### src/rtl/pkt_pattern_gen.sv
// Self-test pattern generator for the packet-control path.
// Drives LANES x (SPL x SW-bit) samples into the self-test/ADC data selector
// with fixed, ramp, PRBS9 or walking-one patterns. Every output is registered;
// the pattern for a cycle is built from the generator state as it will be
// after that cycle's update, so a restart shows the seed pattern immediately.
module pkt_pattern_gen #(
    parameter int          LANES     = 24,
    parameter int          SPL       = 4,
    parameter int          SW        = 9,
    parameter logic [SW-1:0] PRBS_SEED = 9'h1FF
) (
    input  logic                     pktctrl_clk,
    input  logic                     pktctrl_rstn,
    input  logic                     rf_self_test_mode,
    input  logic                     rf_96path_en,
    input  logic [1:0]               rf_pattern_sel,
    input  logic [SW-1:0]            rf_pattern_fixed,
    input  logic [SW-1:0]            rf_ramp_step,
    input  logic                     rf_pattern_hold,
    output logic [LANES*SPL*SW-1:0]  pkt_gen_data,
    output logic                     pkt_gen_valid,
    output logic [15:0]              pkt_gen_cnt
);

    localparam int NPATH      = LANES * SPL;
    localparam int HALF_LANES = LANES / 2;
    localparam logic [SW-1:0] ONEHOT_INIT = {{(SW-1){1'b0}}, 1'b1};

    localparam logic [1:0] SEL_FIXED = 2'd0;
    localparam logic [1:0] SEL_RAMP  = 2'd1;
    localparam logic [1:0] SEL_PRBS  = 2'd2;

    logic [1:0]              sel_q;
    logic                    en_q;
    logic [SW-1:0]           base;
    logic [SW-1:0]           lfsr;
    logic [SW-1:0]           onehot;

    logic [SW-1:0]           base_n;
    logic [SW-1:0]           lfsr_n;
    logic [SW-1:0]           onehot_n;
    logic [15:0]             cnt_n;
    logic [LANES*SPL*SW-1:0] data_n;

    logic                    restart;
    logic                    advance;

    // Restart wins over hold: a fresh enable or a pattern switch always reseeds.
    assign restart = rf_self_test_mode & (~en_q | (rf_pattern_sel != sel_q));
    assign advance = rf_self_test_mode & ~restart & ~rf_pattern_hold;

    // Generator next state: reload on restart, step on advance, otherwise hold.
    always_comb begin
        base_n   = base;
        lfsr_n   = lfsr;
        onehot_n = onehot;
        cnt_n    = pkt_gen_cnt;
        if (restart) begin
            base_n   = '0;
            lfsr_n   = PRBS_SEED;
            onehot_n = ONEHOT_INIT;
            cnt_n    = '0;
        end else if (advance) begin
            base_n   = base + rf_ramp_step;
            // x^9 + x^5 + 1, maximal length 511
            lfsr_n   = {lfsr[SW-2:0], lfsr[SW-1] ^ lfsr[SW-5]};
            onehot_n = {onehot[SW-2:0], onehot[SW-1]};
            cnt_n    = pkt_gen_cnt + 16'd1;
        end
    end

    // Per-path sample values from the post-update state, with upper-lane masking.
    always_comb begin
        data_n = '0;
        if (rf_self_test_mode) begin
            for (int p = 0; p < NPATH; p++) begin
                if (((p / SPL) < HALF_LANES) || rf_96path_en) begin
                    case (rf_pattern_sel)
                        SEL_FIXED: data_n[p*SW +: SW] = rf_pattern_fixed;
                        SEL_RAMP:  data_n[p*SW +: SW] = base_n + SW'(p);
                        SEL_PRBS:  data_n[p*SW +: SW] = lfsr_n ^ SW'(p);
                        default:   data_n[p*SW +: SW] = onehot_n;
                    endcase
                end
            end
        end
    end

    // State and output registers; outputs clear while disabled but state is kept.
    always_ff @(posedge pktctrl_clk or negedge pktctrl_rstn) begin
        if (!pktctrl_rstn) begin
            sel_q         <= 2'd0;
            en_q          <= 1'b0;
            base          <= '0;
            lfsr          <= PRBS_SEED;
            onehot        <= ONEHOT_INIT;
            pkt_gen_cnt   <= 16'd0;
            pkt_gen_valid <= 1'b0;
            pkt_gen_data  <= '0;
        end else begin
            sel_q         <= rf_pattern_sel;
            en_q          <= rf_self_test_mode;
            base          <= base_n;
            lfsr          <= lfsr_n;
            onehot        <= onehot_n;
            pkt_gen_cnt   <= cnt_n;
            pkt_gen_valid <= rf_self_test_mode;
            pkt_gen_data  <= data_n;
        end
    end

endmodule

### config.mk
export PLATFORM = sky130hd
export DESIGN_NAME = pkt_pattern_gen
export DESIGN_NICKNAME = d
export VERILOG_FILES = /design/src/rtl/pkt_pattern_gen.sv
export SDC_FILE = /design/constraint.sdc
export NUM_CORES = 1
export LEC_CHECK = 0
export ABC_CLOCK_PERIOD_IN_PS = 3600
export BUFFER_PORTS_ARGS = -buffer_cell sky130_fd_sc_hd__buf_2
export CORE_AREA = 2 2 353 355
export DETAILED_ROUTE_END_ITERATION = 10
export DIE_AREA = 0 0 355 357
export SLEW_MARGIN = 20
export SYNTH_ARGS = -nofsm -noshare
export SYNTH_HDL_FRONTEND = slang
export SYNTH_SLANG_ARGS = --single-unit
### constraint.sdc
create_clock -name pktctrl_clk -period 3.6 [get_ports pktctrl_clk]
set_input_delay 0.9 -clock pktctrl_clk [delete_from_list [all_inputs] [get_ports pktctrl_clk]]
set_output_delay 0.9 -clock pktctrl_clk [all_outputs]
set_load 0.01 [all_outputs]
* Yosys cells after proc, flatten, opt, wreduce, memory -nomap -nowiden
Index checks and enable logic that the tools add are counted.
** Storage, ports and cells
- Bits in registers :: 910
- Bits in latches :: 0
- RAM bits :: 0
- Memory bits (read-only) :: 0
- Output and inout port bits :: 881
- Logic and storage cells :: 365
- Memories kept :: 0
** Cells by class
- $add $sub $neg :: 97
- Multiply operators :: 0
- Div/mod/pow operators :: 0
- $lt $le $gt $ge :: 0
- Equality and inequality tests :: 3
- Shifts and indexed selects :: 0
- Mux-type cells :: 153
- Bitwise gates (word level) :: 103
- Reduce and logical (&&, ||, !) cells :: 2
** Operator list (count)
- one-hot mux 9 bit (3 select lines) :: 96
- 2-to-1 mux 864 bit :: 1
- 2-to-1 mux 9 bit :: 54
- adder 9 x 6 -> 9 bit, second input constant :: 32
- adder 9 x 7 -> 9 bit, second input constant :: 32
- adder 9 x 5 -> 9 bit, second input constant :: 16
- NOT 4 bit :: 25
- NOT 3 bit :: 30
- adder 9 x 4 -> 9 bit, second input constant :: 8
- NOT 5 bit :: 11
- NOT 2 bit :: 20
- adder 9 x 3 -> 9 bit, second input constant :: 4
- 2-to-1 mux 16 bit :: 2
- adder 9 x 2 -> 9 bit, second input constant :: 2
- adder 16 x 1 -> 16 bit, second input constant :: 1
- NOT 6 bit :: 2
- NOT 1 bit :: 10
- adder 9 x 1 -> 9 bit, second input constant :: 1
- adder 9 bit :: 1
- AND 1 bit :: 3
- == test 2 x 1 -> 1 bit, second input constant :: 1
- == test 2 bit, second input constant :: 1
- logical NOT 2 bit :: 1
- inequality test 2 bit :: 1
- other kinds (3) :: 3

* Depth between registers and ports, before layout
Gate-level depths: netlist of the first run.
- Word-level depth :: 12
- Mapped depth :: 19

* Least setup slack after synthesis of the first run
Ideal clock, no wire load.
- Kind :: input to register
- Start point :: in rf_ramp_step[4]
- End point :: reg pkt_gen_data[827]
- Setup time :: 0.139 ns
- Arrival time :: 4.063 ns
- Required time :: 3.461 ns
- Slack :: -0.603 ns
- Stages :: 18
- Buffers on the path :: 4
- Path through :: ha_1 -> a21oi_1 -> nand2_1 -> o21ai_0 -> a21oi_1 -> or3_1 -> a32oi_1 -> buf_2 -> buf_2 -> buf_4 -> inv_1 -> ha_1 -> and2_1 -> clkbuf_1 -> or2_2 -> a31oi_1 -> xor2_1 -> o21ai_0
** On the way
- Word-level cells in the longest chain between the ends :: 7
** RTL lines
- from (decl) :: line 18 : input logic [SW-1:0] rf_ramp_step,
- adder 9 bit :: line 64 : base_n = base + rf_ramp_step;
- 2-to-1 mux 9 bit :: line 63 : end else if (advance) begin
- 2-to-1 mux 9 bit :: line 58 : if (restart) begin
- named net base_n[7] :: line 39 : logic [SW-1:0] base_n;
- adder 9 x 7 -> 9 bit :: line 80 : SEL_RAMP: data_n[p*SW +: SW] = base_n + SW'(p);
- one-hot mux 9 bit (3 select lines) :: line 78 : case (rf_pattern_sel)
- 2-to-1 mux 9 bit :: line 77 : if (((p / SPL) < HALF_LANES) || rf_96path_en) begin
- 2-to-1 mux 864 bit :: line 75 : if (rf_self_test_mode) begin
- named net data_n[827] :: line 43 : logic [LANES*SPL*SW-1:0] data_n;
- to (signal assigned) :: line 108 : pkt_gen_data <= data_n;
- to (decl) :: line 20 : output logic [LANES*SPL*SW-1:0] pkt_gen_data,
The timed path passes the listed nets, and every way through them passes these cells.
A chain may end at the register's enable or synchronous reset.

* Worst setup path in the final report of the first run
- Start point :: reg base[0]
- End point :: reg pkt_gen_data[358]
** On the way
- Word-level cells in the longest chain between the ends :: 6
** RTL lines
- from (decl) :: line 35 : logic [SW-1:0] base;
- from (signal assigned) :: line 103 : base <= base_n;
- adder 9 bit :: line 64
- 2-to-1 mux 9 bit * :: line 63
- 2-to-1 mux 9 bit * :: line 58
- adder 9 x 6 -> 9 bit * :: line 80
- one-hot mux 9 bit (3 select lines) * :: line 78
- 2-to-1 mux 864 bit * :: line 75
- named net data_n[358] :: line 43
Mark *: on every way through the listed nets, which the timed path passes. The rest lies on a longest branch.

==> results of run 1 <==
flip-flops by register name, summed over array words and instances (netlist names):
register,cells
en_q,1
pkt_gen_cnt,16
base,9
pkt_gen_data,508
lfsr,9
onehot,9
sel_q,2
synth_stat cells, types with 8 or more instances:
library cell and number:
a21o_1 14, a21oi_1 186, a21oi_2 10, a31oi_1 28, and2_1 12, buf_1 12, buf_2 26, buf_4 371
clkbuf_1 145, dfrtp_1 544, dfstp_2 10, ha_1 42, inv_1 28, inv_2 8, mux2i_1 11, nand2_1 179
nand2b_1 14, nand3_1 34, nor2_1 305, nor2b_1 27, o21a_1 28, o21ai_0 331, o21ai_1 50, xnor2_1 213
xor2_1 94
worst register-to-register path: stages (launching register included):
cell and delay [ns]:
dfrtp_1 0.47, ha_4 0.17, inv_1 0.05, fa_2 0.38, nor2b_1 0.17, o31a_1 0.27
o2111ai_1 0.15, o211a_4 0.19, inv_2 0.11, buf_12 0.13, ha_2 0.27, and2_1 0.31
a21oi_1 0.13, xnor2_1 0.14, o21ai_0 0.44
cell families (layout without fill, tap and decap cells):
group	after synthesis	count (layout)	share of synthesized area, %
AO/OA/AOI/OAI	693	693	14.2
buffers and inverters	595	1410	13.5
AND/OR/NAND/NOR	598	598	9.15
XOR/XNOR	309	309	9.97
adder cells (fa/ha/maj)	43	43	2.00
flip-flops	554	554	50.8
multiplexers	11	11	0.403
other	0	14	0
cell usage in the layout, fill, tap and decap left out, types with 30 or more instances in the layout:
cell type  synthesis  layout
a21oi_1          186     177
buf_12             0      44
buf_2             26     904
buf_4            371     306
clkbuf_16          0      66
dfrtp_1          544     544
ha_1              42      30
nand2_1          179     177
nand3_1           34      30
nor2_1           305     301
o21ai_0          331     314
o21ai_1           50      64
xnor2_1          213     209
xor2_1            94      94
where the power goes:
part           switching (mW)  internal (mW)  total (mW)
registers               0.251           6.57        6.82
logic                    1.68          0.931        2.61
clock network            2.89           4.19        7.07
per-stage QoR:
step / power, mW / std cells / hold slack [ns]
floorplan: 8.28 / 2803 / 0.481
global placement: 9.56 / 5136 / 0.480
detailed placement: 9.57 / 5136 / 0.482
CTS: 16.7 / 5255 / 0.301
global route: 17.1 / 5267 / 0.323
finish: 16.5 / 5269 / 0.290
path summary, 6_finish.rpt:
| check | start | end |
|---|---|---|
| min in group pktctrl_clk | pkt_gen_cnt[15]$_DFFE_PN0P_ | pkt_gen_cnt[15]$_DFFE_PN0P_ |
| max in group asynchronous | pktctrl_rstn | pkt_gen_data[322]$_DFF_PN0_ |
| hold / removal | pktctrl_rstn | pkt_gen_data[787]$_DFF_PN0_ |
| hold reg to reg | pkt_gen_cnt[15]$_DFFE_PN0P_ | pkt_gen_cnt[15]$_DFFE_PN0P_ |
| setup / recovery | base[0]$_DFF_PN0_ | pkt_gen_data[358]$_DFF_PN0_ |
| setup reg to reg | base[0]$_DFF_PN0_ | pkt_gen_data[358]$_DFF_PN0_ |
layer usage:
layer	GRT usage (%)	routed length [µm]
met1	24.4	52200
met2	32.1	62000
met3	4.99	9660
met4	9.71	6150
met5	0	11
area by class of cell:
type / count / area (µm²) / area share, %
sequential: 554 / 13900 / 38.4
multi-input combinational: 1654 / 10100 / 27.9
timing repair buffer: 1255 / 7720 / 21.3
tap: 1637 / 2050 / 5.66
clock buffer: 82 / 1760 / 4.87
clock inverter: 37 / 497 / 1.37
inverter: 36 / 138 / 0.380
antenna: 14 / 35.0 / 0.0968
==> run_results.csv, run 1 <==
group,metric,value,unit
global_route,grt_use_total,19.7,%
finish,syn_to_final_growth,32.5,%
floorplanning,die_x,355,µm
worst_setup_path,reg2reg_slack,0.09,ns
clock_tree,cts_tree,"done",
yosys,yosys-top-cells-area,"dfrtp_1, buf_4, xnor2_1",
run_status,status,"finished, final reports clean",
yosys,synthDistinctLibCells,62,
pwr,ir_drop,0.310,mV
worst_setup_path,crit_fanout,6,
place,io_buffers,905,
clock_tree,clk_latency,0.63,ns
sta,fin_crit,3.51,ns
worst_setup_path,slowest_delay,0.47,ns
routing,drc_errors,0,
clock_tree,post_cts.repair.setup_buffers,0,
sta,timing.fmax,285,MHz
sta,worst_pin_slew,0.971,ns
yosys,ys_ff_latch,554,
yosys,synth_top_cell_by_area,"dfrtp_1",
worst_setup_path,start_kind,"flop",
routing,via_per_inst,4.40,
finish,fin_area,36200,µm²
place,placed_cell_area,33800,µm²
yosys,syn-num-nets,2871,
sta,fin_crit_sh,97.6,%
global_route,grt_pass1_wl,176000,µm
finish,layout.nets,3635,
sta,maxSlewViolCount,0,
sta,clock_skew,0.0207,ns
pwr,p_leak,18.4,nW
global_route,gr-total-overflow,0,
sta,hold_viol,0,
yosys,async_reset_ff_share,100,%
yosys,syn_inst,2803,
clock_tree,cts_made_buffers,66,
clock_tree,cts.sinks,554,
finish,layout-drive-gt1-share,40.4,%
finish,final_util,29.4,%
floorplanning,rows,129,
clock_tree,h-tree-depth,3,
worst_setup_path,crit_family,"compound AO/OA/AOI/OAI gates",
pwr,power.density,456,nW/µm²
worst_setup_path,critPathKind,"flop to flop",
clock_tree,holdBufCountCts,0,
hold_path,hold_class,"input pin to async pin",
floorplanning,num_io_pins,906,
worst_setup_path,worstSetupEndpointType,"flop",
yosys,synth_edf_count,0,
sta,setup_tns,0,ns
clock_tree,clkTransAtPathRegs,0.06,ns
worst_setup_path,cpMaxStageDelayCell,"dfrtp_1",
routing,avgRoutedWirePerCell,24.7,µm
clock_tree,cts_root_buffer,"clkbuf_16",
global_route,grt_antenna_before_repair,24,
floorplanning,die_h,357,µm
routing,route.antenna.remaining_nets,0,
sta,final-setup-viol-count,0,
global_route,grt_max_degree,121,
worst_setup_path,crit_cells,14,
place,dpl.hpwl,101000,µm
floorplanning,core,123000,µm²
yosys,synth_top_area_share,49.8,%
floorplanning,dieArea,127000,µm²
place,gp_congestion,0.874,
worst_setup_path,worstPathArrival,3.97,ns
routing,drt_wl_total,130000,µm
worst_setup_path,cp_data_required_time,4.06,ns
floorplanning,start_util,22.2,%
yosys,ys_seq_area_share,50.8,%
sta,fin_ws,0.0870,ns
job,maxCapViolations,0,
worst_setup_path,cp_cell_sequence,"ha_4, inv_1, fa_2, nor2b_1, o31a_1, o2111ai_1, o211a_4, inv_2, buf_12, ha_2, and2_1, a21oi_1, xnor2_1, o21ai_0",
finish,nFillCells,13067,
routing,firstDrtPassIters,5,
routing,drtIter0Drc,1813,
worst_setup_path,cp.buffers_inverters,3,
sta,slew_headroom,35.3,%
routing,vias,23174,
yosys,synth_flop_cell,"dfrtp_1",
place,place_ws,-0.727,ns
yosys,yosys_warnings,0,
clock_tree,clock_path_buffers,3,
clock_tree,cts_resized,3,
yosys,syn_avg_cell_area,9.74,µm²
worst_setup_path,rr_worst_depth,14,
global_route,grt_pass1_vias,22583,
yosys,syn_area,27300,µm²
(Power assumes the default switching activity.)
==> inputs of run 2 (changes only) <==
- CORE_AREA: 2 2 353 355 -> 10 10 341 343
- DIE_AREA: 0 0 355 357 -> 0 0 351 353
==> run_results.csv, run 2 (same netlist as run 1, synthesis figures left out) <==
group,metric,value,unit
run_status,status,"finished, final reports clean",
global_route,grt_use_total,20.1,%
routing,via_per_inst,4.59,
finish,reg_top3,"pkt_gen_data x508, pkt_gen_cnt x16",
clock_tree,cts_made_buffers,66,
worst_setup_path,worstSetupEndpointType,"flop",
sta,final-setup-viol-count,0,
floorplanning,core,110000,µm²
sta,maxSlewViolCount,0,
floorplanning,die_x,351,µm
worst_setup_path,cp_cell_sequence,"ha_4, inv_1, fa_2, nor2b_1, o31a_1, a21oi_1, a22oi_2, inv_2, buf_12, ha_1, a21oi_1, o21ai_0, xnor2_1, o21ai_0",
place,post-place-cells,4912,
worst_setup_path,worstPathArrival,3.91,ns
clock_tree,clk_latency,0.64,ns
floorplanning,start_util,24.9,%
sta,fin_crit,3.43,ns
sta,worst_pin_slew,1.03,ns
floorplanning,num_io_pins,906,
worst_setup_path,cp.buffers_inverters,3,
routing,drtIter0Drc,1973,
worst_setup_path,cpMaxStageDelayCell,"dfrtp_1",
finish,top_register,"pkt_gen_data",
clock_tree,h-tree-depth,3,
sta,hold_viol,0,
place,io_buffers,905,
worst_setup_path,cp_data_required_time,4.08,ns
routing,drc_errors,0,
place,gp_congestion,0.878,
finish,layout-drive-gt1-share,40.0,%
global_route,gr-total-overflow,0,
finish,layout_common_cells,"buf_2, dfrtp_1, o21ai_0",
routing,drt_wl_total,130000,µm
hold_path,hold_class,"input pin to async pin",
sta,slew_headroom,31.6,%
finish,fin_cells,5039,
pwr,power.density,456,nW/µm²
finish,final_common_cell,"buf_2",
clock_tree,cts_root_buffer,"clkbuf_16",
clock_tree,clock_path_buffers,3,
floorplanning,dieArea,124000,µm²
global_route,grt_pass1_vias,23421,
floorplanning,die_h,353,µm
worst_setup_path,start_kind,"flop",
sta,timing.fmax,292,MHz
routing,avgRoutedWirePerCell,25.7,µm
routing,route.antenna.remaining_nets,0,
finish,syn_to_final_growth,31.2,%
sta,fin_crit_sh,95.2,%
worst_setup_path,crit_fanout,5,
pwr,power.total,16.3,mW
clock_tree,cts.sinks,554,
floorplanning,rows,122,
worst_setup_path,crit_family,"compound AO/OA/AOI/OAI gates",
sta,clock_skew,0.0289,ns
pwr,p_leak,18.3,nW
finish,layout.nets,3622,
routing,firstDrtPassIters,6,
routing,vias,23111,
global_route,grt_antenna_before_repair,18,
clock_tree,cts_tree,"done",
global_route,grt_pass1_wl,180000,µm
worst_setup_path,slowest_delay,0.46,ns
finish,largest_register_ffs,508,
job,maxCapViolations,0,
place,dpl.hpwl,101000,µm
clock_tree,clkTransAtPathRegs,0.06,ns
worst_setup_path,critPathKind,"flop to flop",
clock_tree,post_cts.repair.setup_buffers,0,
sta,rsz0062_at_grt,"no",
global_route,grt_max_degree,96,
pwr,ir_drop,0.268,mV
## run 2: cell count changes in the layout (fill, tap and decap cells not counted), sizes merged
| cell | change |
|---|---|
| buf | -13 |
| bufinv | -5 |
| clkbuf | +11 |
| clkinv | -2 |
| clkinvlp | +3 |
| diode | -7 |
| inv | -6 |
## run 2: path summary, 6_finish.rpt
path                                               endpoint  slack, ns  cells after the start                         from
worst max-delay path            pkt_gen_data[680]$_DFF_PN0_       0.17                     14            base[0]$_DFF_PN0_
worst min-delay path            pkt_gen_data[857]$_DFF_PN0_       0.29                      1                 pktctrl_rstn
worst max register to register  pkt_gen_data[680]$_DFF_PN0_       0.17                     14            base[0]$_DFF_PN0_
worst min register to register  pkt_gen_cnt[15]$_DFFE_PN0P_       0.50                      1  pkt_gen_cnt[15]$_DFFE_PN0P_
max in group asynchronous       pkt_gen_data[410]$_DFF_PN0_       2.27                      2                 pktctrl_rstn
min in group pktctrl_clk        pkt_gen_cnt[15]$_DFFE_PN0P_       0.50                      1  pkt_gen_cnt[15]$_DFFE_PN0P_
## run 2: repair_timing
item / in CTS / in global routing
gates resized for setup: 0 / 6
hold buffers: 0 / 0
endpoints found under the setup margin: 0 / 11
## run 2: report_power, final
part           switching [mW]  total, mW  internal [mW]
clock                    2.86       6.92           4.06
combinational            1.67       2.61          0.937
sequential              0.240       6.81           6.57
total                    4.78       16.3           11.6
## run 2: layer usage
layer	track usage [%]	vias up	routed length [µm]
met5	0	-	0
met4	6.98	0	4660
met3	4.93	177	9690
met2	34.5	993	63900
met1	24.1	11639	51300
li1	-	10302	-
## run 2: per-stage QoR
step	utilization [%]	hold WS [ns]	worst slack, ns	TNS [ns]	instance area [µm²]
after CTS	32.6	0.298	0.0473	0	35800
final	32.6	0.289	0.171	0	35800
after global placement	30.6	0.477	-0.549	-86.23	33600
after floorplan	-	0.481	-0.0764	-0.794	27600
after detailed placement	30.6	0.492	-0.443	-74.10	33600
after global routing	32.6	0.305	0.00427	0	35800
## run 2: area by class of cell
| class | count | area (µm²) |
|---|---|---|
| sequential | 554 | 13900 |
| inverter | 36 | 138 |
| antenna | 7 | 17.5 |
| tap | 1426 | 1780 |
| clock inverter | 27 | 309 |
| multi-input combinational | 1654 | 10000 |
| fill | 11264 | 73900 |
| clock buffer | 93 | 1930 |
| timing repair buffer | 1242 | 7730 |
